### src/rtl/seq_bit_serializer.sv
// Word-to-bit serializer feeding the 1011 overlapping sequence detector.
// Accepts WIDTH-bit words on valid/ready and shifts them out on x, one bit per clock.
module seq_bit_serializer #(
  parameter int unsigned WIDTH     = 8,
  parameter bit          MSB_FIRST = 1'b1,
  parameter bit          IDLE_BIT  = 1'b0
) (
  input  logic             clk,
  input  logic             reset_n,
  input  logic [WIDTH-1:0] in_data,
  input  logic             in_valid,
  output logic             in_ready,
  input  logic             abort,
  output logic             x,
  output logic             x_valid,
  output logic             busy,
  output logic             word_done
);

  localparam int unsigned   CntW    = $clog2(WIDTH);
  localparam logic [CntW-1:0] CntLast = CntW'(WIDTH - 1);
  localparam logic [CntW-1:0] CntOne  = CntW'(1);

  typedef enum logic [0:0] {StIdle, StShift} state_e;

  state_e           state_q, state_d;
  logic [CntW-1:0]  cnt_q, cnt_d;
  logic [WIDTH-1:0] shreg_q, shreg_d;
  logic             x_q, x_d;
  logic             x_valid_q, x_valid_d;
  logic             handshake;

  assign in_ready  = !abort && ((state_q == StIdle) || (cnt_q == '0));
  assign handshake = in_valid && in_ready;
  assign x         = x_q;
  assign x_valid   = x_valid_q;
  assign busy      = (state_q == StShift);
  assign word_done = x_valid_q && (cnt_q == '0);

  always_comb begin
    state_d   = state_q;
    cnt_d     = cnt_q;
    shreg_d   = shreg_q;
    x_d       = x_q;
    x_valid_d = x_valid_q;
    if (abort) begin
      state_d   = StIdle;
      cnt_d     = '0;
      x_d       = IDLE_BIT;
      x_valid_d = 1'b0;
    end else if (handshake) begin
      // shreg keeps only the bits still to be sent, aligned at the output end
      x_d       = MSB_FIRST ? in_data[WIDTH-1] : in_data[0];
      shreg_d   = MSB_FIRST ? (in_data << 1) : (in_data >> 1);
      cnt_d     = CntLast;
      x_valid_d = 1'b1;
      state_d   = StShift;
    end else if (state_q == StShift) begin
      if (cnt_q != '0) begin
        x_d     = MSB_FIRST ? shreg_q[WIDTH-1] : shreg_q[0];
        shreg_d = MSB_FIRST ? (shreg_q << 1) : (shreg_q >> 1);
        cnt_d   = cnt_q - CntOne;
      end else begin
        x_d       = IDLE_BIT;
        x_valid_d = 1'b0;
        state_d   = StIdle;
      end
    end
  end

  always_ff @(posedge clk or negedge reset_n) begin
    if (!reset_n) begin
      state_q   <= StIdle;
      cnt_q     <= '0;
      shreg_q   <= '0;
      x_q       <= IDLE_BIT;
      x_valid_q <= 1'b0;
    end else begin
      state_q   <= state_d;
      cnt_q     <= cnt_d;
      shreg_q   <= shreg_d;
      x_q       <= x_d;
      x_valid_q <= x_valid_d;
    end
  end

endmodule

### config.mk
export PLATFORM = sky130hd
export DESIGN_NAME = seq_bit_serializer
export DESIGN_NICKNAME = d
export VERILOG_FILES = /design/src/rtl/seq_bit_serializer.sv
export SDC_FILE = /design/constraint.sdc
export NUM_CORES = 1
export LEC_CHECK = 0
export CORE_UTILIZATION = 44
export CTS_BUF_LIST = sky130_fd_sc_hd__clkbuf_4 sky130_fd_sc_hd__clkbuf_8
export DETAILED_ROUTE_END_ITERATION = 10
export PLACE_DENSITY = 0.72
export RECOVER_POWER = 50
export SLEW_MARGIN = 10
export SYNTH_ARGS = -nofsm -noshare
export SYNTH_HDL_FRONTEND = slang
export SYNTH_SLANG_ARGS = --single-unit
### constraint.sdc
create_clock -name clk -period 4.3 [get_ports clk]
set_clock_uncertainty 0.1 [all_clocks]
set_input_delay 0.86 -clock clk [delete_from_list [all_inputs] [get_ports clk]]
set_output_delay 0.86 -clock clk [all_outputs]
set_load 0.1 [all_outputs]
; Word level (Yosys, flattened, before mapping)
; Cells that the tools add are included.
[totals]
register_bits = 14
inputBits = 12
out_inout_bits = 5
elab_cells = 42
[classes]
n_addsub = 1
eq_ne = 1
n_mux = 19
n_bitwise = 2
reduce_logical = 14
[ops]
columns = cell, n
row1 = 8-bit two-way mux, 3
row2 = 1-bit two-way mux, 12
row3 = 3-bit two-way mux, 4
row4 = 3-bit nonzero test, 3
row5 = 2-bit AND reduction, 2
row6 = 2-bit nonzero test, 2
row7 = 1-bit logical AND, 3
row8 = 3-bit zero test, 1
row9 = 3-bit != test (second input constant), 1
row10 = 3-bit AND reduction, 1
row11 = 3-bit by 1-bit subtractor with 3-bit output (second input constant), 1
row12 = 1-bit NOT, 2
row13 = 1-bit zero test, 1
row14 = 1-bit logical OR, 1

; Logic depth before layout (Yosys ltp)
; Gate-level depths: netlist of the first run.
[logic_depth]
depth_word = 6
mapped_depth = 6
depth_no_buf = 5

; Worst setup path before layout of the first run
; OpenSTA, ideal clock, no wires.
[synth_timing]
path_kind = register to output
start = reg state_q (netlist: busy)
end = out in_ready
arrival_time_ns = 2.496
required_ns = 3.340
setup_slack_ns = 0.844
stages_incl_launch_ff = 4
path_buffers = 1
cell_sequence = dfrtp_1 -> and2_4 -> buf_6 -> nor2_1
[synth_between]
elab_chain_len = 3
[synth_lines]
columns = element, line_no
row1 = start: declaration, 26  ; state_e state_q, state_d;
row2 = start signal: assignment, 73  ; state_q <= StIdle;
row3 = start signal: assignment, 79  ; state_q <= state_d;
row4 = 1-bit NOT, 33  ; assign in_ready = !abort && ((state_q == StIdle) || (cnt_q == '0));
row5 = 1-bit logical OR, 33
row6 = 1-bit logical AND, 33
row7 = end: declaration, 12  ; output logic in_ready,
; No other way between the ends.

; Worst setup path after layout of the first run
[layout_timing]
start = reg cnt_q[0]
end = out word_done
[layout_between]
elab_chain_len = 2
[layout_lines]
columns = element, line_no
row1 = start: declaration, 27  ; logic [CntW-1:0] cnt_q, cnt_d;
row2 = start signal: assignment, 80  ; cnt_q <= cnt_d;
row3 = 3-bit zero test, 38  ; assign word_done = x_valid_q && (cnt_q == '0);
row4 = 1-bit logical AND, 38
row5 = end: declaration, 17  ; output logic word_done
; No other way between the ends.

==> flow_summary.yaml, run 1 <==
timing:
  postLayoutSetupSlackWorst_ns: 0.987
  hold_viol: 0
  worst_slew_pin_slew_ns: 0.962
  rsz_0062_raised_after_global_routing: "false"
  report.final.setup_viol: 0
  crit_share_post_route_pct: 77.0
  worst_slew_margin_rel_pct: 35.6
  fin_crit_ns: 3.31
  tns_ns: 0
  final_slew_violations: 0
  max_fclk_ghz: 0.302
layout:
  syn_to_final_growth_pct: 24.1
  nNetsFinal: 102
  layout_cell_share_with_drive_strength_beyond_1_pct: 10.3
  n_antenna_cell: 0
  finalCoreUtilization_pct: 59.1
placed_design:
  dp_hpwl_um: 989
  pre_cts_slack_ns: 1.31
  gp_congestion: 0.708
  port_buffers: 16
power:
  p_comb_share_pct: 33.4
  switching_share_pct: 36.9
  post_layout_total_power_mw: 0.366
  power_leakage_nw: 0.394
  seq_power_share_pct: 43.5
  switchingPower_mw: 0.135
  clock_power_share_pct: 23.1
  power_report.internal_total_mw: 0.231
  peakVddDrop_uv: 206
  cellPowerDensity_mw_per_mm2: 407
global_route:
  grt_pass1_wl_um: 2500
  first_global_vias: 572
  antenna_found_initial: 0
  global_route.usage.total_pct: 18.5
  grt_overflow: 0
  grt_start_max_net_pins: 18
clock_tree:
  cts_tree: "yes"
  root_buffer: "clkbuf_4"
  cts_sinks: 13
  htree_num_levels: 1
  cts_hold_buffers: 0
  deepest_clock_path_buffer_count: 2
  postCtsResizedCells: 0
  clkSlewWorstSetupHoldPaths_ns: 0.08
  cts_inserted_buffers: 3
  clock_latency_ns: 0.28
  postCtsSetupBuffers: 0
synthesis:
  synthesis.area_um2: 726
  synth_sequential_area_ratio_pct: 44.8
  ys_seq_elements: 13
  postSynthAreaPerCell_um2: 10.1
  synthesis.instances: 72
  yosysUniqueCellTypes: 25
  syn_nets: 86
  ys.warnings.count: 0
critical_path:
  timing.rr.start: "cnt_q[0]$_DFFE_PN0P_"
  worstReg2RegEnd: "shreg_q[6]$_DFFE_PN0P_"
  reg2reg_slack_ns: 2.74
  path_max_fanout: 16
  critical-path-slowest-cell: "clkdlybuf4s50_1"
  worstRegToRegCells: 5
  worst_ep_required_time_ns: 3.34
  worstPathArrival_ns: 2.35
  worstSetupPathType: "reg -> out"
  critical_path.max_stage_delay_ns: 1.13
  startpoint_type: "flop"
  ordered_list_of_cells_on_the_worst_path: "inv_1 -> ha_1 -> nand2b_4 -> nor2_1 -> clkdlybuf4s50_1"
  critPathCaptureType: "primary output"
drt:
  drc: 0
  drt_iter0_markers: 4
  vias: 589
  route.antenna.remaining_nets: 0
  post_drt_wl_per_cell_um: 14.2
  detail_route.vias_per_cell: 5.72
  wirelength_um: 1460
  drt_pre_antenna_iters: 3
floorplan:
  placement_rows: 14
  design.core.area_mm2: 0.00152
  die_area_mm2: 0.00182
  fp.dieH_um: 42.6
  die_width_um: 42.6
  initial_core_utilization_pct: 47.6
  pin_count: 17
min_path:
  hp-start: "cnt_q[0]$_DFFE_PN0P_"
  timing.hold.worst_path_depth: 1
  holdPathEnd: "cnt_q[0]$_DFFE_PN0P_"
  hp-class: "reg -> reg"
status:
  result_of_the_run: "complete, no violations"
flow_run:
  max_cap_viol_count: 0
==> worst max path at each step <==
stage,from,to,slack [ns],depth (start not counted)
4_1_cts,cnt_q[0]$_DFFE_PN0P_,word_done,0.98,5
2_1_floorplan,busy$_DFF_PN0_,in_ready,0.84,3
6_report,cnt_q[0]$_DFFE_PN0P_,word_done,0.99,5
5_1_grt,cnt_q[0]$_DFFE_PN0P_,word_done,0.89,5
3_5_place_dp,cnt_q[0]$_DFFE_PN0P_,word_done,1.31,5
3_3_place_gp,cnt_q[0]$_DFFE_PN0P_,word_done,1.32,5
==> layer usage <==
layer / wire, µm / up-vias / part of all wire (%) / global-route usage [%]
li1: - / 290 / - / -
met1: 727 / 283 / 50 / 23.8
met2: 659 / 14 / 45 / 30.2
met3: 67 / 2 / 4.6 / 2.59
met4: 5 / 0 / 0.34 / 9.38
met5: 0 / - / 0 / 0
==> power groups by stage <==
stage	Combinational, mW	Sequential, mW	Clock, mW
after global routing	0.133	0.164	0.0905
final	0.122	0.159	0.0846
after CTS	0.124	0.160	0.0853
after floorplan	0.0762	0.179	0
after detailed placement	0.123	0.162	0
after global placement	0.122	0.161	0
==> critical path, delay by kind of cell, from the launching register on <==
family	cells	cell delay [ns]
buf+inv	2	1.22
flops	1	0.40
simple gates	2	0.25
fa+ha+maj	1	0.20
==> cells by family after synthesis <==
kind of cell	Yosys count	share of synthesized area, %
buffers and inverters	16	10.2
adders and majority gates	2	3.45
xor gates and xnor gates	1	1.21
AOI/OAI and AO/OA	24	28.8
DFF	13	44.8
and+or+nand+nor	16	11.6
==> area by class of cell <==
cell class / instances / area [µm²]
clock buffers: 4 / 30.0
multi-input cells: 43 / 327
inverters: 11 / 41.3
flip-flops and latches: 13 / 325
well taps: 16 / 20.0
fillers: 130 / 623
repair buffers: 16 / 158
==> sequential cells by signal, indices dropped and copies added, names as in the netlist <==
| register | flops |
|---|---|
| busy | 1 |
| cnt_q | 3 |
| shreg_q | 7 |
| x | 1 |
| x_valid | 1 |
==> synth_stat cells (all sizes together) <==
cell	instances	area [µm²]
dfrtp	13	325
inv	11	41.3
a211oi	10	75.1
nor2	9	33.8
a221oi	6	52.6
buf	4	28.8
nand2b	3	26.3
ha	2	25.0
a21boi	1	7.51
a21o	1	7.51
a21oi	1	5.00
a31oi	1	21.3
a32o	1	10.0
a32oi	1	8.76
and2	1	8.76
clkbuf	1	3.75
nand2	1	3.75
nand3	1	5.00
nor2b	1	6.26
o221a	1	11.3
o311a	1	10.0
xnor2	1	8.76
==> layout by cell type (no fill, tap or decap), types with 2 or more instances in the layout <==
cell             netlist  final
dfrtp_1               13     13
clkbuf_4               0      4
ha_1                   2      2
nor2_1                 9      9
a211oi_1              10     10
dlygate4sd3_1          0      2
a221oi_1               6      6
nand2b_1               2      2
inv_1                 11     11
clkdlybuf4s50_1        0     13
==> per-stage QoR <==
stage / area [µm²] / hold slack (ns) / cells
after global routing: 901 / 0.443 / 103
final: 901 / 0.398 / 103
after floorplan: 726 / 0.352 / 72
after CTS: 901 / 0.403 / 103
after detailed placement: 871 / 0.384 / 99
after global placement: 871 / 0.370 / 99
(Power assumes the default switching activity.)
==> inputs of run 2 (changes only) <==
PLACE_DENSITY = 0.75   (was 0.72)
clock period = 2.8 ns   (was 4.3 ns; I/O delays follow)
==> flow_summary.yaml, run 2 (synthesized netlist as in run 1, its figures left out) <==
power:
  cellPowerDensity_mw_per_mm2: 618
  post_layout_total_power_mw: 0.571
  power_leakage_nw: 0.414
  peakVddDrop_uv: 307
timing:
  worst_slew_pin_slew_ns: 0.606
  max_fclk_ghz: 0.426
  rsz_0062_raised_after_global_routing: "false"
  final_slew_violations: 0
  crit_share_post_route_pct: 83.9
  fin_crit_ns: 2.35
  report.final.setup_viol: 0
  hold_viol: 0
  tns_ns: 0
  postLayoutSetupSlackWorst_ns: 0.452
  worst_slew_margin_rel_pct: 59.5
critical_path:
  crit_buf_inv: 2
  critPathCaptureType: "primary output"
  ordered_list_of_cells_on_the_worst_path: "inv_1 -> ha_1 -> nand2b_4 -> and2_4 -> nor2_2 -> buf_12"
  critical_path.top_delay_family: "simple AND/OR/NAND/NOR gates"
  crit_cells: 6
  startpoint_type: "flop"
  worst_ep_required_time_ns: 2.14
  critical-path-slowest-cell: "dfrtp_1"
  path_max_fanout: 16
  worstRegToRegCells: 5
  worstPathArrival_ns: 1.69
  critical_path.max_stage_delay_ns: 0.41
  worstSetupPathType: "reg -> out"
placed_design:
  port_buffers: 16
  dpl-instance-area_um2: 893
  dp_hpwl_um: 1080
  pre_cts_slack_ns: 0.675
  gp_congestion: 0.739
clock_tree:
  clock_latency_ns: 0.28
  cts_hold_buffers: 0
  htree_num_levels: 1
  cts_inserted_buffers: 3
  postCtsResizedCells: 0
  clkSlewWorstSetupHoldPaths_ns: 0.08
  deepest_clock_path_buffer_count: 2
  cts_sinks: 13
  cts_tree: "yes"
  postCtsSetupBuffers: 0
  root_buffer: "clkbuf_4"
layout:
  nNetsFinal: 104
  syn_to_final_growth_pct: 27.2
  largest_register: "shreg_q"
  largest_reg_flops: 7
  nFillCells: 142
  reg_top3: "shreg_q (7), cnt_q (3)"
  n_antenna_cell: 0
  layout_cell_share_with_drive_strength_beyond_1_pct: 19.1
  finalInstanceArea_um2: 923
  mostFrequentLayoutCells: "dfrtp_1 (13), inv_1 (11), a211oi_1 (10)"
  leading_cell_type_in_the_layout_fill_and_taps_excluded: "dfrtp_1"
drt:
  route.antenna.remaining_nets: 0
  detail_route.vias_per_cell: 5.74
  drc: 0
  wirelength_um: 1500
  post_drt_wl_per_cell_um: 14.3
  drt_pre_antenna_iters: 4
  drt_iter0_markers: 15
  vias: 603
global_route:
  first_global_vias: 572
  grt_overflow: 0
  grt_pass1_wl_um: 2590
  antenna_found_initial: 0
  global_route.usage.total_pct: 19.3
  grt_start_max_net_pins: 18
floorplan:
  design.core.area_mm2: 0.00152
  die_width_um: 42.6
  die_area_mm2: 0.00182
  placement_rows: 14
  fp.dieH_um: 42.6
  pin_count: 17
  initial_core_utilization_pct: 47.6
min_path:
  hp-class: "reg -> reg"
  timing.hold.worst_path_depth: 1
status:
  result_of_the_run: "complete, no violations"
flow_run:
  max_cap_viol_count: 0
-- run 2: cell type report --
type / instances / area, µm² / area share (%)
Inverter: 11 / 41.3 / 4.47
Timing Repair Buffer: 18 / 175 / 19.0
Clock buffer: 4 / 30.0 / 3.25
Sequential cell: 13 / 325 / 35.2
Multi-Input combinational cell: 43 / 332 / 35.9
Tap cell: 16 / 20.0 / 2.17
-- run 2: power breakdown --
part           switching (mW)  total (mW)  internal [mW]
combinational           0.129       0.204         0.0753
clock                  0.0622       0.127         0.0650
sequential             0.0200       0.240          0.220
total                   0.211       0.571          0.360
-- run 2: final timing paths --
path | slack [ns] | endpoint | start
max | 0.45 | in_ready | cnt_q[0]$_DFFE_PN0P_
min in group asynchronous | 0.62 | shreg_q[6]$_DFFE_PN0P_ | reset_n
max reg2reg | 1.21 | cnt_q[2]$_DFFE_PN0P_ | cnt_q[0]$_DFFE_PN0P_
max in group asynchronous | 1.58 | shreg_q[3]$_DFFE_PN0P_ | reset_n
min reg2reg | 0.40 | shreg_q[1]$_DFFE_PN0P_ | shreg_q[1]$_DFFE_PN0P_
min | 0.40 | shreg_q[1]$_DFFE_PN0P_ | shreg_q[1]$_DFFE_PN0P_
-- run 2: metrics by stage --
| step | instances | utilization (%) | hold slack [ns] |
|---|---|---|---|
| floorplan | 72 | - | 0.164 |
| global placement | 101 | 58.6 | 0.374 |
| detailed placement | 101 | 58.6 | 0.383 |
| CTS | 105 | 60.6 | 0.400 |
| global route | 105 | 60.6 | 0.418 |
| finish | 105 | 60.6 | 0.397 |
-- run 2: metal layers --
layer / share of wire [%] / track usage (%) / vias to the layer above
li1: - / - / 295
met1: 47 / 24.8 / 288
met2: 47 / 30.8 / 18
met3: 4.9 / 6.47 / 2
met4: 0.33 / 5.63 / 0
met5: 0 / 0 / -
==> inputs of run 3 (changes only) <==
clock period = 2 ns   (was 2.8 ns; I/O delays follow)
==> flow_summary.yaml, run 3 (synthesized netlist as in run 1, its figures left out) <==
status:
  result_of_the_run: "complete, no violations"
global_route:
  grt_start_max_net_pins: 17
  global_route.usage.total_pct: 21.4
  grt_overflow: 0
  antenna_found_initial: 0
  grt_pass1_wl_um: 2840
  first_global_vias: 646
timing:
  worst_slew_margin_rel_pct: 60.1
  hold_viol: 0
  rsz_0062_raised_after_global_routing: "false"
  worst_slew_pin_slew_ns: 0.597
  final_slew_violations: 0
  report.final.setup_viol: 0
  fin_crit_ns: 1.92
  crit_share_post_route_pct: 96.2
  tns_ns: 0
  max_fclk_ghz: 0.520
drt:
  drt_iter0_markers: 15
  vias: 673
  drt_pre_antenna_iters: 4
  route.antenna.remaining_nets: 0
  post_drt_wl_per_cell_um: 15.3
  detail_route.vias_per_cell: 5.96
  wirelength_um: 1730
  drc: 0
critical_path:
  startpoint_type: "flop"
  reg2reg_slack_ns: 0.33
  timing.rr.start: "cnt_q[0]$_DFFE_PN0P_"
  worst_setup_path_endpoint: "in_ready"
  path_max_fanout: 5
  critPathCaptureType: "primary output"
  worstSetupPathType: "reg -> out"
  worst_setup_path_startpoint: "cnt_q[0]$_DFFE_PN0P_"
  worstReg2RegEnd: "shreg_q[7]$_DFFE_PN0P_"
  worstRegToRegCells: 7
  worstPathArrival_ns: 1.42
  worst_ep_required_time_ns: 1.50
power:
  peakVddDrop_uv: 432
  cellPowerDensity_mw_per_mm2: 833
  power_leakage_nw: 0.456
  post_layout_total_power_mw: 0.857
layout:
  nNetsFinal: 112
  largest_register: "shreg_q"
  layout_cell_share_with_drive_strength_beyond_1_pct: 30.9
  syn_to_final_growth_pct: 41.7
  n_antenna_cell: 0
  finalCoreUtilization_pct: 67.5
  mostFrequentLayoutCells: "dfrtp_1 (11), a211oi_1 (10), clkdlybuf4s50_1 (10), buf_4 (10), inv_1 (9)"
  layout.cells.non_filler: 113
  largest_reg_flops: 7
  finalInstanceArea_mm2: 0.00103
  leading_cell_type_in_the_layout_fill_and_taps_excluded: "dfrtp_1"
  reg_top3: "shreg_q (7), cnt_q (3)"
floorplan:
  die_width_um: 42.6
  placement_rows: 14
  die_area_mm2: 0.00182
  pin_count: 17
  initial_core_utilization_pct: 47.6
  design.core.area_mm2: 0.00152
  fp.dieH_um: 42.6
placed_design:
  dp.cells: 105
  gp_congestion: 0.777
  port_buffers: 16
  dpl-instance-area_um2: 986
  dp_hpwl_um: 1100
min_path:
  timing.hold.worst_path_depth: 1
  hp-class: "reg -> reg"
flow_run:
  max_cap_viol_count: 0
clock_tree:
  htree_num_levels: 1
  cts_sinks: 13
  root_buffer: "clkbuf_4"
  clock_latency_ns: 0.28
  cts_inserted_buffers: 3
  deepest_clock_path_buffer_count: 2
  cts_tree: "yes"
  clkSlewWorstSetupHoldPaths_ns: 0.08
[run 3: cell types whose count changed in the layout (fill, tap and decap cells not counted), sizes merged]
cell | before | now
clkbuf | 4 | 6
dlygate4sd3 | 2 | 1
clkdlybuf4s50 | 9 | 10
buf | 7 | 13
[run 3: power by group]
| group | total [mW] | internal, mW | switching, mW |
|---|---|---|---|
| Clock | 0.180 | 0.0909 | 0.0892 |
| Sequential | 0.338 | 0.309 | 0.0291 |
| Combinational | 0.339 | 0.139 | 0.200 |
| Total | 0.857 | 0.539 | 0.318 |
[run 3: timing repair]
action | CTS | global route
setup buffers | 4 | 0
resized for setup | 2 | 2
setup endpoints to repair | 1 | 2
pin swaps | 2 | 0
hold buffers | 0 | 0
[run 3: stage by stage]
step / hold WS [ns] / setup slack (ns)
2_1_floorplan: 0.00441 / 0.0357
3_3_place_gp: 0.367 / 0.139
3_5_place_dp: 0.391 / 0.120
4_1_cts: 0.407 / 0.0310
5_1_grt: 0.441 / 0.00766
6_report: 0.408 / 0.0757
[run 3: final cells by class]
class / count / area (µm²)
multi-input combinational: 43 / 354
tap: 16 / 20.0
sequential: 13 / 328
fill: 123 / 495
timing repair buffer: 26 / 255
inverter: 11 / 41.3
clock buffer: 4 / 30.0
[run 3: worst min-delay path by stage]
stage                      startpoint                endpoint
4_1_cts                       reset_n    cnt_q[0]$_DFFE_PN0P_
6_report       shreg_q[1]$_DFFE_PN0P_  shreg_q[1]$_DFFE_PN0P_
5_1_grt        shreg_q[1]$_DFFE_PN0P_  shreg_q[1]$_DFFE_PN0P_
3_3_place_gp     cnt_q[0]$_DFFE_PN0P_    cnt_q[0]$_DFFE_PN0P_
2_1_floorplan                 reset_n          busy$_DFF_PN0_
3_5_place_dp     cnt_q[0]$_DFFE_PN0P_    cnt_q[0]$_DFFE_PN0P_
[run 3: metal layers]
metal  vias to the layer above  share of wire (%)  GRT usage [%]
li1                        310                  -              -
met1                       334                 44           26.6
met2                        23                 49           32.9
met3                         6                5.3           4.74
met4                         0                2.1           14.4
met5                         -                  0              0
[run 3: worst max-delay path, stage by stage, from the launching register on]
cell and delay [ns]:
dfrtp_1 0.41, inv_2 0.09, ha_4 0.14, nand2b_4 0.07
and2_4 0.16, nor2_4 0.10, buf_12 0.18
